$ cat src/rtl/crank_signal_gen.sv
`default_nettype none
// ============================================================================
// Module      : crank_signal_gen
// Description : Missing-tooth crank wheel generator (e.g. 60-2) with
//               programmable pitch, duty and gap, paced by a tick enable.
// Revision    : 1.0 - initial release
// ============================================================================
module crank_signal_gen #(
    parameter int WIDTH_PER   = 16,
    parameter int WIDTH_TOOTH = 8
) (
    input  logic                   clk,
    input  logic                   rst,
    input  logic                   ena,
    input  logic                   run,
    input  logic [WIDTH_PER-1:0]   tooth_period,
    input  logic [WIDTH_PER-1:0]   tooth_high,
    input  logic [WIDTH_TOOTH-1:0] teeth_total,
    input  logic [WIDTH_TOOTH-1:0] teeth_gap,
    output logic                   q,
    output logic [WIDTH_TOOTH-1:0] tooth_num,
    output logic                   tooth_edge,
    output logic                   rev_pulse,
    output logic                   busy
);

    localparam logic [WIDTH_PER-1:0]   C_PER_MIN   = WIDTH_PER'(2);
    localparam logic [WIDTH_PER-1:0]   C_PER_ONE   = WIDTH_PER'(1);
    localparam logic [WIDTH_TOOTH-1:0] C_TOOTH_ONE = WIDTH_TOOTH'(1);

    typedef enum logic [0:0] {
        ST_IDLE = 1'b0,
        ST_RUN  = 1'b1
    } state_t;

    state_t                 r_state, w_state_nxt;
    logic [WIDTH_PER-1:0]   r_p, w_p_nxt;
    logic [WIDTH_TOOTH-1:0] r_s, w_s_nxt;
    logic [WIDTH_PER-1:0]   r_per, w_per_nxt;
    logic [WIDTH_PER-1:0]   r_high, w_high_nxt;
    logic [WIDTH_TOOTH-1:0] r_total, w_total_nxt;
    logic [WIDTH_TOOTH-1:0] r_gap, w_gap_nxt;
    logic                   r_q, w_q_nxt;
    logic                   r_edge, w_edge_nxt;
    logic                   r_rev, w_rev_nxt;

    logic [WIDTH_PER-1:0]   w_per_eff;
    logic [WIDTH_PER-1:0]   w_high_eff;
    logic [WIDTH_TOOTH-1:0] w_total_eff;
    logic [WIDTH_TOOTH-1:0] w_gap_thr;
    logic                   w_slot_end;
    logic                   w_rev_end;

    // Clamped view of the live configuration, sampled at slot starts.
    always_comb begin
        w_per_eff   = (tooth_period < C_PER_MIN) ? C_PER_MIN : tooth_period;
        w_high_eff  = (tooth_high > (w_per_eff - C_PER_ONE)) ? (w_per_eff - C_PER_ONE)
                                                              : tooth_high;
        w_total_eff = (teeth_total == '0) ? C_TOOTH_ONE : teeth_total;
    end

    always_ff @(posedge clk or negedge rst) begin
        if (!rst) begin
            r_state <= ST_IDLE;
            r_p     <= '0;
            r_s     <= '0;
            r_per   <= '0;
            r_high  <= '0;
            r_total <= '0;
            r_gap   <= '0;
            r_q     <= 1'b0;
            r_edge  <= 1'b0;
            r_rev   <= 1'b0;
        end else begin
            r_state <= w_state_nxt;
            r_p     <= w_p_nxt;
            r_s     <= w_s_nxt;
            r_per   <= w_per_nxt;
            r_high  <= w_high_nxt;
            r_total <= w_total_nxt;
            r_gap   <= w_gap_nxt;
            r_q     <= w_q_nxt;
            r_edge  <= w_edge_nxt;
            r_rev   <= w_rev_nxt;
        end
    end

    always_comb begin
        w_state_nxt = r_state;
        w_p_nxt     = r_p;
        w_s_nxt     = r_s;
        w_per_nxt   = r_per;
        w_high_nxt  = r_high;
        w_total_nxt = r_total;
        w_gap_nxt   = r_gap;
        w_edge_nxt  = 1'b0;
        w_rev_nxt   = 1'b0;
        w_slot_end  = (r_p >= (r_per - C_PER_ONE));
        w_rev_end   = (r_s >= (r_total - C_TOOTH_ONE));

        case (r_state)
            ST_IDLE: begin
                if (ena && run) begin
                    w_state_nxt = ST_RUN;
                    w_p_nxt     = '0;
                    w_s_nxt     = '0;
                    w_per_nxt   = w_per_eff;
                    w_high_nxt  = w_high_eff;
                    w_total_nxt = w_total_eff;
                    w_gap_nxt   = teeth_gap;
                    w_edge_nxt  = 1'b1;
                    w_rev_nxt   = 1'b1;
                end
            end
            ST_RUN: begin
                if (ena) begin
                    if (!w_slot_end) begin
                        w_p_nxt = r_p + C_PER_ONE;
                    end else if (!run) begin
                        w_state_nxt = ST_IDLE;
                        w_p_nxt     = '0;
                        w_s_nxt     = '0;
                    end else begin
                        w_p_nxt    = '0;
                        w_per_nxt  = w_per_eff;
                        w_high_nxt = w_high_eff;
                        w_edge_nxt = 1'b1;
                        if (w_rev_end) begin
                            // Revolution geometry only changes at slot 0.
                            w_s_nxt     = '0;
                            w_total_nxt = w_total_eff;
                            w_gap_nxt   = teeth_gap;
                            w_rev_nxt   = 1'b1;
                        end else begin
                            w_s_nxt = r_s + C_TOOTH_ONE;
                        end
                    end
                end
            end
            default: w_state_nxt = ST_IDLE;
        endcase

        w_gap_thr = (w_total_nxt > w_gap_nxt) ? (w_total_nxt - w_gap_nxt) : '0;
        w_q_nxt   = (w_state_nxt == ST_RUN) && (w_p_nxt < w_high_nxt) &&
                    (w_s_nxt < w_gap_thr);
    end

    assign q          = r_q;
    assign tooth_num  = r_s;
    assign tooth_edge = r_edge;
    assign rev_pulse  = r_rev;
    assign busy       = (r_state == ST_RUN);

endmodule
`default_nettype wire

$ cat config.mk
export PLATFORM = sky130hd
export DESIGN_NAME = crank_signal_gen
export DESIGN_NICKNAME = d
export VERILOG_FILES = /design/src/rtl/crank_signal_gen.sv
export SDC_FILE = /design/constraint.sdc
export NUM_CORES = 1
export LEC_CHECK = 0
export ABC_AREA = 1
export CAP_MARGIN = 20
export CORE_UTILIZATION = 55
export DETAILED_ROUTE_END_ITERATION = 16
export PLACE_DENSITY = 0.78
export SETUP_SLACK_MARGIN = 0.3
export SYNTH_ARGS = -nofsm -noshare
export SYNTH_HDL_FRONTEND = slang
export SYNTH_SLANG_ARGS = --single-unit
export TNS_END_PERCENT = 100
$ cat constraint.sdc
create_clock -name clk -period 6.4 [get_ports clk]
set_clock_uncertainty 0.2 [all_clocks]
set_input_delay 0.64 -clock clk [delete_from_list [all_inputs] [get_ports clk]]
set_output_delay 0.64 -clock clk [all_outputs]
set_load 0.005 [all_outputs]
==> reports/results.md, run 1 <==
Status
* **result of the run** finished clean

Pwr
* **Static Leak** 0.00359 uW
* **overall power after layout** 3250 uW
* **worst IR drop on VDD** 0.000240 V
* **Pwr per Cell Area** 430 mW/mm^2

Critical path
* **category of the worst setup path launch point** flop
* **WP data arrival** 5.85 ns
* **Crit Path Class** flop to flop
* **crit path capture type** flop
* **Slowest cell on crit path** dfrtp_1
* **Crit path largest cell delay** 0.40 ns
* **peak fanout along the critical path** 7
* **Worst Path Required** 6.50 ns
* **crit-path most repeated cell** nor2_1

Floorplan
* **number of placed I/O pins** 64
* **area of the core** 0.0109 mm^2
* **effective utilization at floorplan** 56.6%
* **Horiz. Die Dim** 108 um
* **die height** 108 um
* **full die area** 0.0116 mm^2
* **Rows** 38

Synth
* **synth cell count leaders** 156 x nand2_1, 131 x inv_1, 76 x dfrtp_1
* **net count after synthesis** 947
* **cell area after synthesis** 0.00616 mm^2
* **share of the yosys chip area belonging to registers** 30.9%
* **portion of synthesized cell area occupied by the leading cell type** 30.9%
* **number of unique standard cell types used by synthesis** 41
* **gate count of the mapped netlist** 819
* **top post-synthesis cells by area** dfrtp_1 31%, ha_1 15%, nand2_1 9.5%
* **number of flops mapped to enable cells by yosys** 0
* **cell type contributing the most total cell area after synthesis** dfrtp_1
* **most common cell in the netlist** nand2_1
* **share of flip-flops with an asynchronous set or reset** 100%
* **register bit total from synthesis** 76
* **mean cell area of the mapped netlist** 7.52 um^2
* **most used flip-flop cell after synthesis** dfrtp_1
* **Synth warnings** 0

Timing
* **share of the cycle needed by the critical path after routing** 89.9%
* **Tightest Pin Transition** 0.970 ns
* **RSZ-0062 raised after global routing** yes
* **Min Clock Period, post-route** 5.75 ns
* **Worst Setup Slack, final** 0.646 ns
* **Slew Limit Fails** 0
* **Final Hold Violating Endpoints** 0
* **highest clock rate** 0.174 GHz
* **Post-Route Setup TNS** 0 ns
* **number of setup violations in the final report** 0
* **remaining max-slew budget at the tightest pin** 35.4%

Global routing
* **GR peak layer** met2
* **overall routing resource usage** 29.9%
* **met3 GRT Util** 5.39%
* **global-route wire length before repair** 26,900 um
* **initial antenna violation count** 0
* **number of global-route vias before repair** 5,563
* **met1 Track Usage GR** 42.1%
* **met2 track demand over resource** 46.6%
* **pin count of the biggest net entering global routing** 77
* **total overflow reported by the global router** 0

Layout
* **Final #Nets** 1,038
* **number of non-filler instances in the completed layout** 1,055
* **diode count** 0
* **Area growth, synth to finish** 22.5%
* **final-layout fill cell count** 898
* **ratio of cells with drive above 1 in the final layout** 11.4%

Clock network
* **clock insertion delay at the later pin of the skew report** 0.37 ns
* **CTS clock-pin slew for the worst setup and hold paths** 0.08 ns
* **clock tree from TritonCTS** built
* **Clock Tree Root** clkbuf_8
* **clock net sink count** 76
* **Hold Buf Count CTS** 0
* **number of buffers on the longest clock path** 2
* **number of buffers created by CTS** 9
* **maximum level of the CTS H-tree** 3

Placed design
* **quantity of I/O buffers inserted on ports** 63
* **setup slack at placement** -0.105 ns
* **Inst Count DP** 1,018
* **Detailed Place HPWL** 12,800 um
* **gp weighted congestion** 0.902

Flow run
* **Max-cap violations** 0

Detailed routing
* **final routed wire length divided by cell count** 16.1 um
* **drt first pass iters** 5
* **count of nets left with antenna violations after detail routing** 0
* **count of routing violations after the opening detailed-route iteration** 457
* **final WL** 16,900 um
* **routed via count divided by cell count** 5.60
* **Residual DRC** 0
* **routed via count** 5,913

Hold path
* **Hold/Removal Path Class** primary input to asynchronous set/reset pin

what timing repair did:
item	4_1_cts	5_1_grt
pin swaps	1	28
endpoints found under the setup margin	1	1
resized for setup	8	51
setup buffers	1	18
cloned	0	2
worst paths after layout:
path                                          to  slack, ns  depth (start not counted)             startpoint
hold / removal             r_per[11]$_DFFE_PN0P_       0.22                          1                    rst
hold reg to reg            r_per[15]$_DFFE_PN0P_       0.32                          2  r_per[15]$_DFFE_PN0P_
min in group clk           r_per[15]$_DFFE_PN0P_       0.32                          2  r_per[15]$_DFFE_PN0P_
setup reg to reg                     q$_DFF_PN0_       0.65                         39   r_per[0]$_DFFE_PN0P_
setup / recovery                     q$_DFF_PN0_       0.65                         39   r_per[0]$_DFFE_PN0P_
max in group asynchronous   r_per[2]$_DFFE_PN0P_       5.09                          1                    rst
final cells by class:
cell class              instances  area, um^2  share of cell area, %
flip-flops and latches         76        1900                   25.2
multi-input cells             591        3860                   51.2
clock inverters                 1        5.00                 0.0663
clock buffers                  15         176                   2.34
repair buffers                 96         901                   11.9
well taps                     140         175                   2.32
inverters                     134         508                   6.73
repair inverters                2        12.5                  0.166
through the flow:
stage / util (%) / hold slack [ns] / area, um^2
final: 69.3 / 0.222 / 7540
after global routing: 69.3 / 0.298 / 7540
after CTS: 66.4 / 0.262 / 7220
after detailed placement: 64.2 / 0.296 / 6990
after global placement: 64.2 / 0.277 / 6990
after floorplan: - / 0.144 / 6160
placed cells by master (no fill, tap or decap), types with 2 or more instances in the layout:
cell             count
nor2_1              63
clkbuf_1             3
inv_1              126
ha_1                72
o21ai_1             12
nand2_1            150
a21oi_1             51
o21a_1               3
nor3_1               9
dfrtp_1             74
xnor2_1              8
nand3_2              4
inv_2                6
buf_4               32
o221ai_2             2
o22ai_1             14
dfrtp_2              2
nand4_1              6
inv_4                2
nand3_1             28
nor3_2               5
xor2_1              40
ha_4                 3
nand2_4              2
o221ai_1            11
a22oi_1              3
o21ai_0             46
clkdlybuf4s50_1     62
a21o_1               2
buf_12               2
nor2_2               3
o32ai_1              3
clkbuf_8            12
nor3_4               3
a21oi_2              5
o211ai_1            17
nor2_4               4
nand2_2              8
cells by family (layout without fill, tap and decap cells):
logic type                 after synthesis  count (layout)  share of synthesized area (%)
adders and majority gates               76              76                           15.6
xor gates and xnor gates                48              48                           6.83
DFF                                     76              76                           30.9
and+or+nand+nor                        291             291                           20.4
AOI/OAI and AO/OA                      176             176                           16.9
buffers and inverters                  152             248                           9.43
sequential cells by signal (all words and copies together) (netlist names):
name	count
busy	1
q	1
r_gap	8
r_high	16
r_p	16
r_per	16
r_total	8
rev_pulse	1
tooth_edge	1
tooth_num	8
layer usage:
layer	part of all wire (%)	vias up
li1	-	2912
met1	46	2763
met5	0	-
met3	6.8	24
met4	1.7	0
met2	45	214
report_power, final:
group          switching, uW  leakage [uW]  internal (uW)
sequential               162      0.000946            668
clock                    184     0.0000937            173
combinational           1210       0.00255            847
total                   1560       0.00359           1690
critical path: cells and delay by family, from the launching register on:
family                   cells  cell delay (ns)
AO/OA/AOI/OAI               12             1.63
buffers and inverters        4             0.37
adder cells (fa/ha/maj)      4             0.85
AND/OR/NAND/NOR             19             2.23
flip-flops                   1             0.40
Note: power is estimated with default switching activity, not from simulation.
==> run 2: changes to the inputs <==
- HOLD_SLACK_MARGIN: default -> 0.08
==> results of run 2 <==
The final DEF is identical to that of run 1; final timing and power are the same.
